[src/rtl/oled_frame_arbiter_if.sv]
// ----------------------------------------------------------------------------
// oled_frame_arbiter_if
// Groups the per-frame handshake and pixel bus between the task controllers,
// Oled_Display and oled_frame_arbiter.
//   frame_begin    : single-cycle start-of-frame pulse from Oled_Display
//   req            : per-source request levels (asynchronous to clk)
//   src_pixel_data : source i on bits [16i+15:16i], RGB565
//   pixel_data     : selected pixel towards Oled_Display
//   grant          : one-hot active source, zero unless a source owns the display
//   switching      : high while blank frames are shown between sources
// Modports: master = the side that drives the sources and the display pulse,
//           slave  = the arbiter.
// ----------------------------------------------------------------------------
interface oled_frame_arbiter_if #(
    parameter int N_SRC = 4
) ();
    logic                   frame_begin;
    logic [N_SRC-1:0]       req;
    logic [16*N_SRC-1:0]    src_pixel_data;
    logic [15:0]            pixel_data;
    logic [N_SRC-1:0]       grant;
    logic                   switching;

    modport master (
        output frame_begin,
        output req,
        output src_pixel_data,
        input  pixel_data,
        input  grant,
        input  switching
    );

    modport slave (
        input  frame_begin,
        input  req,
        input  src_pixel_data,
        output pixel_data,
        output grant,
        output switching
    );
endinterface

[src/rtl/oled_frame_arbiter.sv]
// ----------------------------------------------------------------------------
// oled_frame_arbiter
// Shares the 96x64 OLED pixel stream among N_SRC pixel sources. The owning
// source only changes on a frame_begin pulse, so frames are never torn, and a
// source change is padded with BLANK_FRAMES frames of BLANK_COLOR.
//
// Ports:
//   clk     : OLED pixel clock (6.25 MHz), single clock domain
//   reset_n : asynchronous, active-low reset
//   bus     : oled_frame_arbiter_if.slave (frame_begin, req, src_pixel_data in;
//             pixel_data, grant, switching out)
//
// Build option:
//   OLED_ARB_ROUND_ROBIN_EN : round-robin rotation with HOLD_FRAMES dwell time.
//   Left undefined, the lowest requesting index always wins (fixed priority).
// ----------------------------------------------------------------------------
module oled_frame_arbiter #(
    parameter int          N_SRC        = 4,
    parameter int          BLANK_FRAMES = 1,
    parameter int          HOLD_FRAMES  = 60,
    parameter logic [15:0] BLANK_COLOR  = 16'h0000,
    parameter logic [15:0] IDLE_COLOR   = 16'h0000
) (
    input logic                  clk,
    input logic                  reset_n,
    oled_frame_arbiter_if.slave  bus
);

    localparam int CUR_W = $clog2(N_SRC);

    if (N_SRC < 2 || N_SRC > 8) begin : g_bad_nsrc
        $error("oled_frame_arbiter: N_SRC must be 2..8");
    end
    if (BLANK_FRAMES < 0 || BLANK_FRAMES > 15) begin : g_bad_blank
        $error("oled_frame_arbiter: BLANK_FRAMES must be 0..15");
    end
    if (HOLD_FRAMES < 1 || HOLD_FRAMES > 255) begin : g_bad_hold
        $error("oled_frame_arbiter: HOLD_FRAMES must be 1..255");
    end

    typedef enum logic [1:0] {
        IDLE   = 2'd0,
        ACTIVE = 2'd1,
        BLANK  = 2'd2
    } state_t;

    state_t             state, state_next;
    logic [CUR_W-1:0]   cur, cur_next;
    logic [3:0]         blank_cnt, blank_next;
    logic [N_SRC-1:0]   req_meta, req_s;
    logic [CUR_W-1:0]   entry_pick, active_pick, exit_pick;

    // First set index of r, scanning upward from 'from' with wrap-around.
    // With incl=0 the scan starts just above 'from' and visits 'from' last.
    function automatic logic [CUR_W-1:0] next_set(
        input logic [N_SRC-1:0] r,
        input logic [CUR_W-1:0] from,
        input logic             incl
    );
        logic [CUR_W-1:0] sel;
        logic [CUR_W-1:0] ix;
        logic             found;
        int               idx;
        sel   = from;
        found = 1'b0;
        for (int k = 0; k <= N_SRC; k++) begin
            idx = int'(from) + k;
            if (idx >= N_SRC) idx = idx - N_SRC;
            ix = idx[CUR_W-1:0];
            if (!found && (incl || k != 0) && r[ix]) begin
                sel   = ix;
                found = 1'b1;
            end
        end
        return sel;
    endfunction

    // Request synchronizer: req is driven by switches in another domain.
    always_ff @(posedge clk or negedge reset_n) begin
        if (!reset_n) begin
            req_meta <= '0;
            req_s    <= '0;
        end else begin
            req_meta <= bus.req;
            req_s    <= req_meta;
        end
    end

`ifdef OLED_ARB_ROUND_ROBIN_EN
    logic [7:0] hold_cnt, hold_next;

    // Leaving IDLE, rotation restarts at the last owner itself so a freshly
    // reset arbiter still favours index 0. Leaving BLANK, the scan begins
    // above the previous owner, which is the one being rotated away from.
    always_comb begin
        entry_pick  = next_set(req_s, cur, 1'b1);
        exit_pick   = next_set(req_s, cur, 1'b0);
        active_pick = cur;
        if (!req_s[cur] ||
            (((req_s & ~(N_SRC'(1) << cur)) != '0) &&
             (hold_cnt == 8'(HOLD_FRAMES - 1)))) begin
            active_pick = next_set(req_s, cur, 1'b0);
        end
    end

    // hold_cnt restarts whenever a source newly owns the display.
    always_comb begin
        hold_next = hold_cnt;
        if (bus.frame_begin) begin
            if (state_next == ACTIVE && (state != ACTIVE || cur_next != cur)) begin
                hold_next = '0;
            end else if (state == ACTIVE && state_next == ACTIVE &&
                         hold_cnt != 8'hFF) begin
                hold_next = hold_cnt + 8'd1;
            end
        end
    end

    always_ff @(posedge clk or negedge reset_n) begin
        if (!reset_n) hold_cnt <= '0;
        else          hold_cnt <= hold_next;
    end
`else
    always_comb begin
        entry_pick  = next_set(req_s, '0, 1'b1);
        active_pick = entry_pick;
        exit_pick   = entry_pick;
    end
`endif

    always_ff @(posedge clk or negedge reset_n) begin
        if (!reset_n) begin
            state     <= IDLE;
            cur       <= '0;
            blank_cnt <= '0;
        end else begin
            state     <= state_next;
            cur       <= cur_next;
            blank_cnt <= blank_next;
        end
    end

    // Everything moves only on frame_begin, so outputs stay stable mid-frame.
    always_comb begin
        state_next = state;
        cur_next   = cur;
        blank_next = blank_cnt;
        if (bus.frame_begin) begin
            case (state)
                IDLE: begin
                    if (req_s != '0) begin
                        state_next = ACTIVE;
                        cur_next   = entry_pick;
                    end
                end
                ACTIVE: begin
                    if (req_s == '0) begin
                        state_next = IDLE;
                    end else if (active_pick != cur) begin
                        if (BLANK_FRAMES == 0) begin
                            cur_next = active_pick;
                        end else begin
                            state_next = BLANK;
                            blank_next = 4'(BLANK_FRAMES - 1);
                        end
                    end
                end
                BLANK: begin
                    if (blank_cnt != '0) begin
                        blank_next = blank_cnt - 4'd1;
                    end else if (req_s == '0) begin
                        state_next = IDLE;
                    end else begin
                        // Re-arbitrate: requests may have moved during blanking.
                        state_next = ACTIVE;
                        cur_next   = exit_pick;
                    end
                end
                default: state_next = IDLE;
            endcase
        end
    end

    // Live source pixels pass straight through: no added pixel latency.
    always_comb begin
        bus.pixel_data = IDLE_COLOR;
        bus.grant      = '0;
        bus.switching  = 1'b0;
        case (state)
            ACTIVE: begin
                bus.pixel_data = bus.src_pixel_data[16*cur +: 16];
                bus.grant      = N_SRC'(1) << cur;
            end
            BLANK: begin
                bus.pixel_data = BLANK_COLOR;
                bus.switching  = 1'b1;
            end
            default: ;
        endcase
    end

endmodule

[src/flat_wrapper.sv]
// flat-port wrapper written by rule: the top's interface ports become plain ports
module oled_frame_arbiter_flat 
#(
    parameter int          N_SRC        = 4,
    parameter int          BLANK_FRAMES = 1,
    parameter int          HOLD_FRAMES  = 60,
    parameter logic [15:0] BLANK_COLOR  = 16'h0000,
    parameter logic [15:0] IDLE_COLOR   = 16'h0000
)
  (clk, reset_n, bus_frame_begin, bus_req, bus_src_pixel_data, bus_pixel_data, bus_grant, bus_switching);
  oled_frame_arbiter_if #(.N_SRC(N_SRC)) bus_i ();
  input logic clk;
  input logic reset_n;
  input wire logic [$bits(bus_i.frame_begin)-1:0] bus_frame_begin;
  input wire logic [$bits(bus_i.req)-1:0] bus_req;
  input wire logic [$bits(bus_i.src_pixel_data)-1:0] bus_src_pixel_data;
  output wire logic [$bits(bus_i.pixel_data)-1:0] bus_pixel_data;
  output wire logic [$bits(bus_i.grant)-1:0] bus_grant;
  output wire logic [$bits(bus_i.switching)-1:0] bus_switching;
  assign bus_i.frame_begin = bus_frame_begin;
  assign bus_i.req = bus_req;
  assign bus_i.src_pixel_data = bus_src_pixel_data;
  assign bus_pixel_data = bus_i.pixel_data;
  assign bus_grant = bus_i.grant;
  assign bus_switching = bus_i.switching;
  oled_frame_arbiter #(.N_SRC(N_SRC), .BLANK_FRAMES(BLANK_FRAMES), .HOLD_FRAMES(HOLD_FRAMES), .BLANK_COLOR(BLANK_COLOR), .IDLE_COLOR(IDLE_COLOR)) u_core (.clk(clk), .reset_n(reset_n), .bus(bus_i));
endmodule
[config.mk]
export PLATFORM = sky130hd
export DESIGN_NAME = oled_frame_arbiter_flat
export DESIGN_NICKNAME = d
export VERILOG_FILES = /design/src/rtl/oled_frame_arbiter_if.sv /design/src/rtl/oled_frame_arbiter.sv /design/src/flat_wrapper.sv
export SDC_FILE = /design/constraint.sdc
export NUM_CORES = 1
export LEC_CHECK = 0
export CAP_MARGIN = 30
export CORE_MARGIN = 10
export CORE_UTILIZATION = 35
export CTS_CLUSTER_SIZE = 24
export DETAILED_ROUTE_END_ITERATION = 10
export GPL_ROUTABILITY_DRIVEN = 0
export HOLD_SLACK_MARGIN = 0.08
export PLACE_DENSITY = 0.81
export RECOVER_POWER = 50
export SYNTH_ARGS = -nofsm -noshare
export SYNTH_HDL_FRONTEND = slang
export SYNTH_SLANG_ARGS = --single-unit
[constraint.sdc]
create_clock -name clk -period 2.3 [get_ports clk]
set_input_delay 0.69 -clock clk [delete_from_list [all_inputs] [get_ports clk]]
set_output_delay 0.69 -clock clk [all_outputs]
set_load 0.02 [all_outputs]
==> impl_metrics.toml, run 1 <==
[status]
run_status = "finished, violations left"
violations = "negative setup slack"

[pwr]
static_leakage_nw = 1.10
power_per_cell_area_mw_per_mm2 = 1090
vdd_ir_drop_max_v = 0.000649

[detailed_routing]
antenna_violating_nets_post_route = 0
post-route-drc-count = 0
drt_first_pass_iters = 4
avgViaCountPerCell = 5.52
first_iter_violations = 60
route.detailed.wl_per_inst_um = 22.7
route.final.wire_length_mm = 5.91
detailroute.via_count = 1435

[timing]
timing.setup.tns_ns = -0.582
slew_violations = 0
finalWorstSetupSlack_ns = -0.0934
holdWs_ns = 0.352
final_min_period_over_clock_period_pct = 104
rsz_0062_raised_after_global_routing = "true"
max_freq_mhz = 418
max_slew.worst_pin.slew_ns = 0.710
fin_worst_skew_ns = 0.00199
timing.final.hold_violations = 0
max-slew-margin-rel_pct = 52.5
layout_min_cycle_time_ns = 2.39
finalSetupViolCount = 14

[floorplan]
placeableCoreArea_mm2 = 0.00363
std_cell_rows = 22
dieHeight_um = 81.0
io_pins = 92
initial_utilization_pct = 35.9
die_w_um = 81.0
fp.dieArea_mm2 = 0.00657

[global_route]
antenna_found_initial = 0
global_route.usage.total_pct = 17.7
grt_max_degree = 17
first_global_vias = 1464
grt_remaining_overflow = 0
grt_pass1_wl_mm = 8.83

[placed_design]
preCtsSetupSlack_ns = -0.687
dpl.cell_count = 254
post_detailed_placement_half_perimeter_wirelength_mm = 4.40
port_buffers = 91

[setup_path]
crit_fanout = 1
crit_arrival_ns = 1.70
timing.critical_path.required_ns = 1.61
startpoint_type = "input port"
worstSetupEndpointType = "output port"
timing.setup.critical_path_class = "input port to output port"

[clock_network]
cts_max_level = 1
clock_slew_at_reported_path_ffs_ns = 0.06
clock_tree_from_tritoncts = "done"
clock_tree.buffer_depth = 2
tritoncts.num_buffers = 3
clock-sinks = 16
number_of_buffers_inserted_for_hold_repair_after_clock_tree_synthesis = 0
worst_skew_pair.late_latency_ns = 0.25
root_cell_of_the_clock_tree = "sky130_fd_sc_hd__clkbuf_8"

[synthesis]
postSynthNetCount = 186
seq_area_frac_synth_pct = 30.7
synth.lib_cells_used.distinct = 43
yosys_most_used_dff = "sky130_fd_sc_hd__dfrtp_1"
synth-async-reset-ratio_pct = 100
synth-warning-count = 0
netlist_area_mm2 = 0.00130
syn_area_per_cell_um2 = 11.4
postSynthRegisterBits = 16
synth_edf_count = 0
netlist_instances = 114

[cells_and_area]
antennaDiodeCount = 0
layout.cells.non_filler = 260
share_of_layout_cells_above_drive_strength_1_pct = 34.4
layout.nets = 285
area.growth.synth_to_final_pct = 85.6

[min_path]
worst_hold_path_type = "flop to flop"

[run]
cap_viol_max_count = 0
==> synth_stat cells (2+ instances only) <==
master                      n  area, um^2
sky130_fd_sc_hd__o21ai_0    2        10.0
sky130_fd_sc_hd__buf_4      2        15.0
sky130_fd_sc_hd__clkbuf_1   3        11.3
sky130_fd_sc_hd__and2_1    16         100
sky130_fd_sc_hd__xnor2_1    2        17.5
sky130_fd_sc_hd__and3_1     3        18.8
sky130_fd_sc_hd__nor2_1     4        15.0
sky130_fd_sc_hd__buf_1      2        7.51
sky130_fd_sc_hd__dfrtp_1   16         400
sky130_fd_sc_hd__a21o_2     2        17.5
sky130_fd_sc_hd__nand2_1    4        15.0
sky130_fd_sc_hd__nor2b_1    2        12.5
sky130_fd_sc_hd__mux4_2    16         360
sky130_fd_sc_hd__nand2b_1   2        12.5
sky130_fd_sc_hd__nand3b_1   2        15.0
sky130_fd_sc_hd__nor3_1     2        10.0
sky130_fd_sc_hd__inv_1      5        18.8
sky130_fd_sc_hd__a21oi_1    4        20.0
==> state kept, by name (all words and copies together) (netlist names) <==
name and flops:
u_core.req_s 4, u_core.req_meta 4, u_core.blank_cnt 4, u_core.cur 2, u_core.state 2
==> final timing paths <==
path                                        startpoint             endpoint  slack, ns  cells past startpoint
worst min register to register      u_core.req_meta[0]      u_core.req_s[0]       0.35                      0
worst max register to register     u_core.blank_cnt[0]        u_core.cur[1]       0.42                      6
min in group asynchronous                      reset_n  u_core.blank_cnt[2]       0.93                      1
worst max-delay path            bus_src_pixel_data[14]   bus_pixel_data[14]      -0.09                      4
max in group asynchronous                      reset_n        u_core.cur[0]       0.87                      1
worst min-delay path                u_core.req_meta[0]      u_core.req_s[0]       0.35                      0
==> layout by cell type (no fill, tap or decap), types with 2 or more instances in the layout <==
cell type	instances
sky130_fd_sc_hd__a21o_2	2
sky130_fd_sc_hd__a21oi_1	4
sky130_fd_sc_hd__and2_4	16
sky130_fd_sc_hd__and3_1	3
sky130_fd_sc_hd__buf_12	3
sky130_fd_sc_hd__buf_4	7
sky130_fd_sc_hd__buf_6	17
sky130_fd_sc_hd__clkbuf_8	4
sky130_fd_sc_hd__clkdlybuf4s15_1	27
sky130_fd_sc_hd__dfrtp_1	15
sky130_fd_sc_hd__dlygate4sd2_1	41
sky130_fd_sc_hd__dlygate4sd3_1	5
sky130_fd_sc_hd__inv_1	5
sky130_fd_sc_hd__mux4_2	16
sky130_fd_sc_hd__nand2_1	4
sky130_fd_sc_hd__nand2b_1	2
sky130_fd_sc_hd__nand3b_1	2
sky130_fd_sc_hd__nor2_1	4
sky130_fd_sc_hd__nor2b_1	2
sky130_fd_sc_hd__nor3_1	2
sky130_fd_sc_hd__o21ai_0	2
sky130_fd_sc_hd__xnor2_1	2
==> power by group <==
| part | leakage [nW] | switching [mW] | internal, mW |
|---|---|---|---|
| logic | 0.882 | 0.871 | 1.09 |
| registers | 0.194 | 0.0724 | 0.353 |
| clock network | 0.0288 | 0.0949 | 0.152 |
| total | 1.10 | 1.04 | 1.59 |
==> layer usage <==
metal,GRT usage [%],wire length (um)
met3,5.30,622
met2,30.7,2770
met4,2.60,65
met5,0,0
met1,21.6,2450
==> cell type report <==
cell class / instances / area [um^2]
Fill cell: 293 / 1210
Timing Repair Buffer: 102 / 998
Sequential cell: 16 / 402
Tap cell: 48 / 60.1
Multi-Input combinational cell: 84 / 882
Inverter: 6 / 22.5
Clock buffer: 4 / 55.1
==> critical path, cell delays in order <==
cell,delay (ns)
sky130_fd_sc_hd__dlygate4sd2_1,0.24
sky130_fd_sc_hd__mux4_2,0.47
sky130_fd_sc_hd__and2_4,0.18
sky130_fd_sc_hd__buf_6,0.12
==> per-stage QoR <==
stage / area [um^2] / utilization [%] / power [mW]
after floorplan: 1300 / - / 1.47
after global routing: 2420 / 66.6 / 2.80
after CTS: 2470 / 68.1 / 2.72
after detailed placement: 2330 / 64.1 / 2.19
after global placement: 2330 / 64.1 / 2.14
final: 2420 / 66.6 / 2.63
==> repair_timing <==
item	4_1_cts	5_1_grt
gates resized for setup	208	6
buffers inserted	2	0
cloned	2	0
setup endpoints to repair	21	18
pin swaps	16	1
==> kinds of logic after synthesis <==
kind of cell / share of synthesized area, %
AOI/OAI and AO/OA: 13.3
muxes: 28.4
adders and majority gates: 0.960
xor gates and xnor gates: 1.34
and+or+nand+nor: 20.5
DFF: 30.7
buffers and inverters: 4.70
No activity file was read; power rests on OpenSTA's default activity.
==> run 2: changes to the inputs <==
- CAP_MARGIN: 30 -> default
==> results of run 2 <==
No change in the layout: final DEF, timing and power equal those of run 1.
==> run 3: changes to the inputs <==
- CELL_PAD_IN_SITES_DETAIL_PLACEMENT: default -> 0
- CELL_PAD_IN_SITES_GLOBAL_PLACEMENT: default -> 1
- CORE_UTILIZATION: 35 -> 25
- PLACE_DENSITY: 0.81 -> default
- PLACE_DENSITY_LB_ADDON: default -> 0.1
==> run 3 against run 2 <==
  * The run still ends with negative setup slack left
  * Utilization decreased by 18 points
  * Final area increased by 2.4%
  * Register-to-register slack improved by 0.02 ns
  * Non-clock buffer count increased by 1
  * Total power decreased by 2.6%
  * Hold slack got worse by 0.0010 ns
  * Setup slack improved by 0.080 ns
  * Clock power decreased by 2%
  * Global-route usage decreased by 5.8 points
  * Clock-buffer cell count unchanged
  * Cell count increased by 8.8%
==> impl_metrics.toml, run 3 (synthesis gave the netlist of run 1 again) <==
[status]
run_status = "finished, violations left"
violations = "negative setup slack"

[global_route]
first_global_vias = 1426
grt_remaining_overflow = 0
grt_max_degree = 20
grt_pass1_wl_mm = 8.22
global_route.usage.total_pct = 11.9
antenna_found_initial = 0

[pwr]
vdd_ir_drop_max_v = 0.000459
p_int_mw = 1.57
static_leakage_nw = 1.08
netSwitchingFraction_pct = 38.8
pwr-share-clk_pct = 9.4
power_per_cell_area_mw_per_mm2 = 1030
power_mw = 2.56
seqPwrFrac_pct = 16.1
proportion_of_power_drawn_by_combinational_gates_pct = 74.5
total_net_switching_power_mw = 0.993

[clock_network]
root_cell_of_the_clock_tree = "sky130_fd_sc_hd__clkbuf_8"
cts.repair_timing.setup_buffer_count = 0
clock_tree.buffer_depth = 2
tritoncts.num_buffers = 3
clock_slew_at_reported_path_ffs_ns = 0.06
worst_skew_pair.late_latency_ns = 0.25
clock_tree_from_tritoncts = "done"
cts_max_level = 1
clock-sinks = 16

[timing]
timing.final.hold_violations = 0
max-slew-margin-rel_pct = 42.6
finalSetupViolCount = 1
finalWorstSetupSlack_ns = -0.0133
slew_violations = 0
max_freq_mhz = 432
fin_worst_skew_ns = 0.00400
final_min_period_over_clock_period_pct = 101
layout_min_cycle_time_ns = 2.31
rsz_0062_raised_after_global_routing = "true"
timing.setup.tns_ns = -0.0133
max_slew.worst_pin.slew_ns = 0.861

[detailed_routing]
post-route-drc-count = 0
first_iter_violations = 64
antenna_violating_nets_post_route = 0
avgViaCountPerCell = 4.84
route.detailed.wl_per_inst_um = 18.7
route.final.wire_length_mm = 5.28
drt_first_pass_iters = 4
detailroute.via_count = 1371

[run]
cap_viol_max_count = 0

[cells_and_area]
layout.nets = 286
layout_commonest_cell = "sky130_fd_sc_hd__clkdlybuf4s15_1"
fillers = 462
area.growth.synth_to_final_pct = 90.1
commonest_cells_after_routing_fill_and_taps_aside = "sky130_fd_sc_hd__clkdlybuf4s15_1 (64), sky130_fd_sc_hd__mux4_2 (16), sky130_fd_sc_hd__and2_4 (16), sky130_fd_sc_hd__buf_6 (16), sky130_fd_sc_hd__dfrtp_1 (16)"
antennaDiodeCount = 0
share_of_layout_cells_above_drive_strength_1_pct = 34.3
top_regs = "u_core.blank_cnt (4), u_core.req_meta (4), u_core.req_s (4)"

[setup_path]
crit_fanout = 1
timing.critical_path.required_ns = 1.61
total_number_of_cells_along_the_worst_setup_path = 4
critical-path-top-delay-family = "multiplexers"
startpoint_type = "input port"
worst_path_largest_cell_delay_ns = 0.48
critPathSlowestCell = "sky130_fd_sc_hd__mux4_2"
crit_buf_inv = 2
crit_arrival_ns = 1.62
rr_worst_depth = 6
worstPathCellList = "clkdlybuf4s15_1, mux4_2, and2_4, buf_6"
timing.setup.critical_path_class = "input port to output port"
worstSetupEndpointType = "output port"

[floorplan]
io_pins = 92
dieHeight_um = 92.2
die_w_um = 92.2
fp.dieArea_mm2 = 0.00850
placeableCoreArea_mm2 = 0.00507
initial_utilization_pct = 25.7
std_cell_rows = 26

[min_path]
worst_hold_path_type = "flop to flop"
min_delay_path_depth = 0

[placed_design]
preCtsSetupSlack_ns = -0.675
post_detailed_placement_half_perimeter_wirelength_mm = 4.42
port_buffers = 91
==> run 3: changes by cell type in the layout (fill, tap and decap cells not counted), sizes merged <==
cell / before / now
dlygate4sd2: 41 / 3
clkdlybuf4s15: 27 / 64
buf: 27 / 28
clkbuf: 5 / 6
==> run 3: repair_timing <==
item	CTS	global route
gates resized for setup	245	2
hold buffers	0	0
hold endpoints to repair	0	0
setup endpoints to repair	20	17
pin swaps	16	0
==> run 3: final timing paths <==
path,start,to,slack [ns]
setup / recovery,bus_src_pixel_data[51],bus_pixel_data[3],-0.01
hold / removal,u_core.req_meta[3],u_core.req_s[3],0.35
setup reg to reg,u_core.blank_cnt[0],u_core.cur[0],0.44
hold reg to reg,u_core.req_meta[3],u_core.req_s[3],0.35
max in group asynchronous,reset_n,u_core.req_s[1],0.70
min in group asynchronous,reset_n,u_core.blank_cnt[1],1.07
==> run 3: layer usage <==
| layer | GRT usage (%) | wire [um] |
|---|---|---|
| met5 | 0 | 0 |
| met4 | 1.93 | 19 |
| met3 | 3.02 | 399 |
| met2 | 17.9 | 2280 |
| met1 | 16.9 | 2580 |
==> run 3: worst reg2reg max path, stage by stage (launching register included) <==
cell                       delay (ns)
sky130_fd_sc_hd__dfrtp_1         0.40
sky130_fd_sc_hd__inv_1           0.06
sky130_fd_sc_hd__ha_1            0.17
sky130_fd_sc_hd__or3b_4          0.42
sky130_fd_sc_hd__a211oi_4        0.33
sky130_fd_sc_hd__a21oi_1         0.12
sky130_fd_sc_hd__o221a_1         0.24
==> run 3: area by class of cell <==
type | count | area [um^2] | share of cell area, %
timing repair buffer | 103 | 1030 | 41.6
multi-input combinational | 84 | 882 | 35.6
sequential | 16 | 400 | 16.2
tap | 70 | 87.6 | 3.53
clock buffer | 4 | 55.1 | 2.22
inverter | 6 | 22.5 | 0.909
==> run 3: stage by stage <==
step,hold WS (ns),utilization [%],cell area [um^2],cells
2_1_floorplan,0.331,-,1300,114
3_3_place_gp,0.340,46.8,2380,279
3_5_place_dp,0.344,46.8,2380,279
4_1_cts,0.358,49.0,2490,283
5_1_grt,0.368,48.8,2480,283
6_report,0.351,48.8,2480,283
==> run 3: power groups by stage <==
| stage | logic (mW) | registers (mW) | clock network (mW) |
|---|---|---|---|
| 3_5_place_dp | 1.81 | 0.417 | 0 |
| 2_1_floorplan | 1.05 | 0.419 | 0 |
| 6_report | 1.91 | 0.411 | 0.242 |
| 3_3_place_gp | 1.78 | 0.414 | 0 |
| 4_1_cts | 1.94 | 0.412 | 0.253 |
| 5_1_grt | 2.04 | 0.424 | 0.266 |
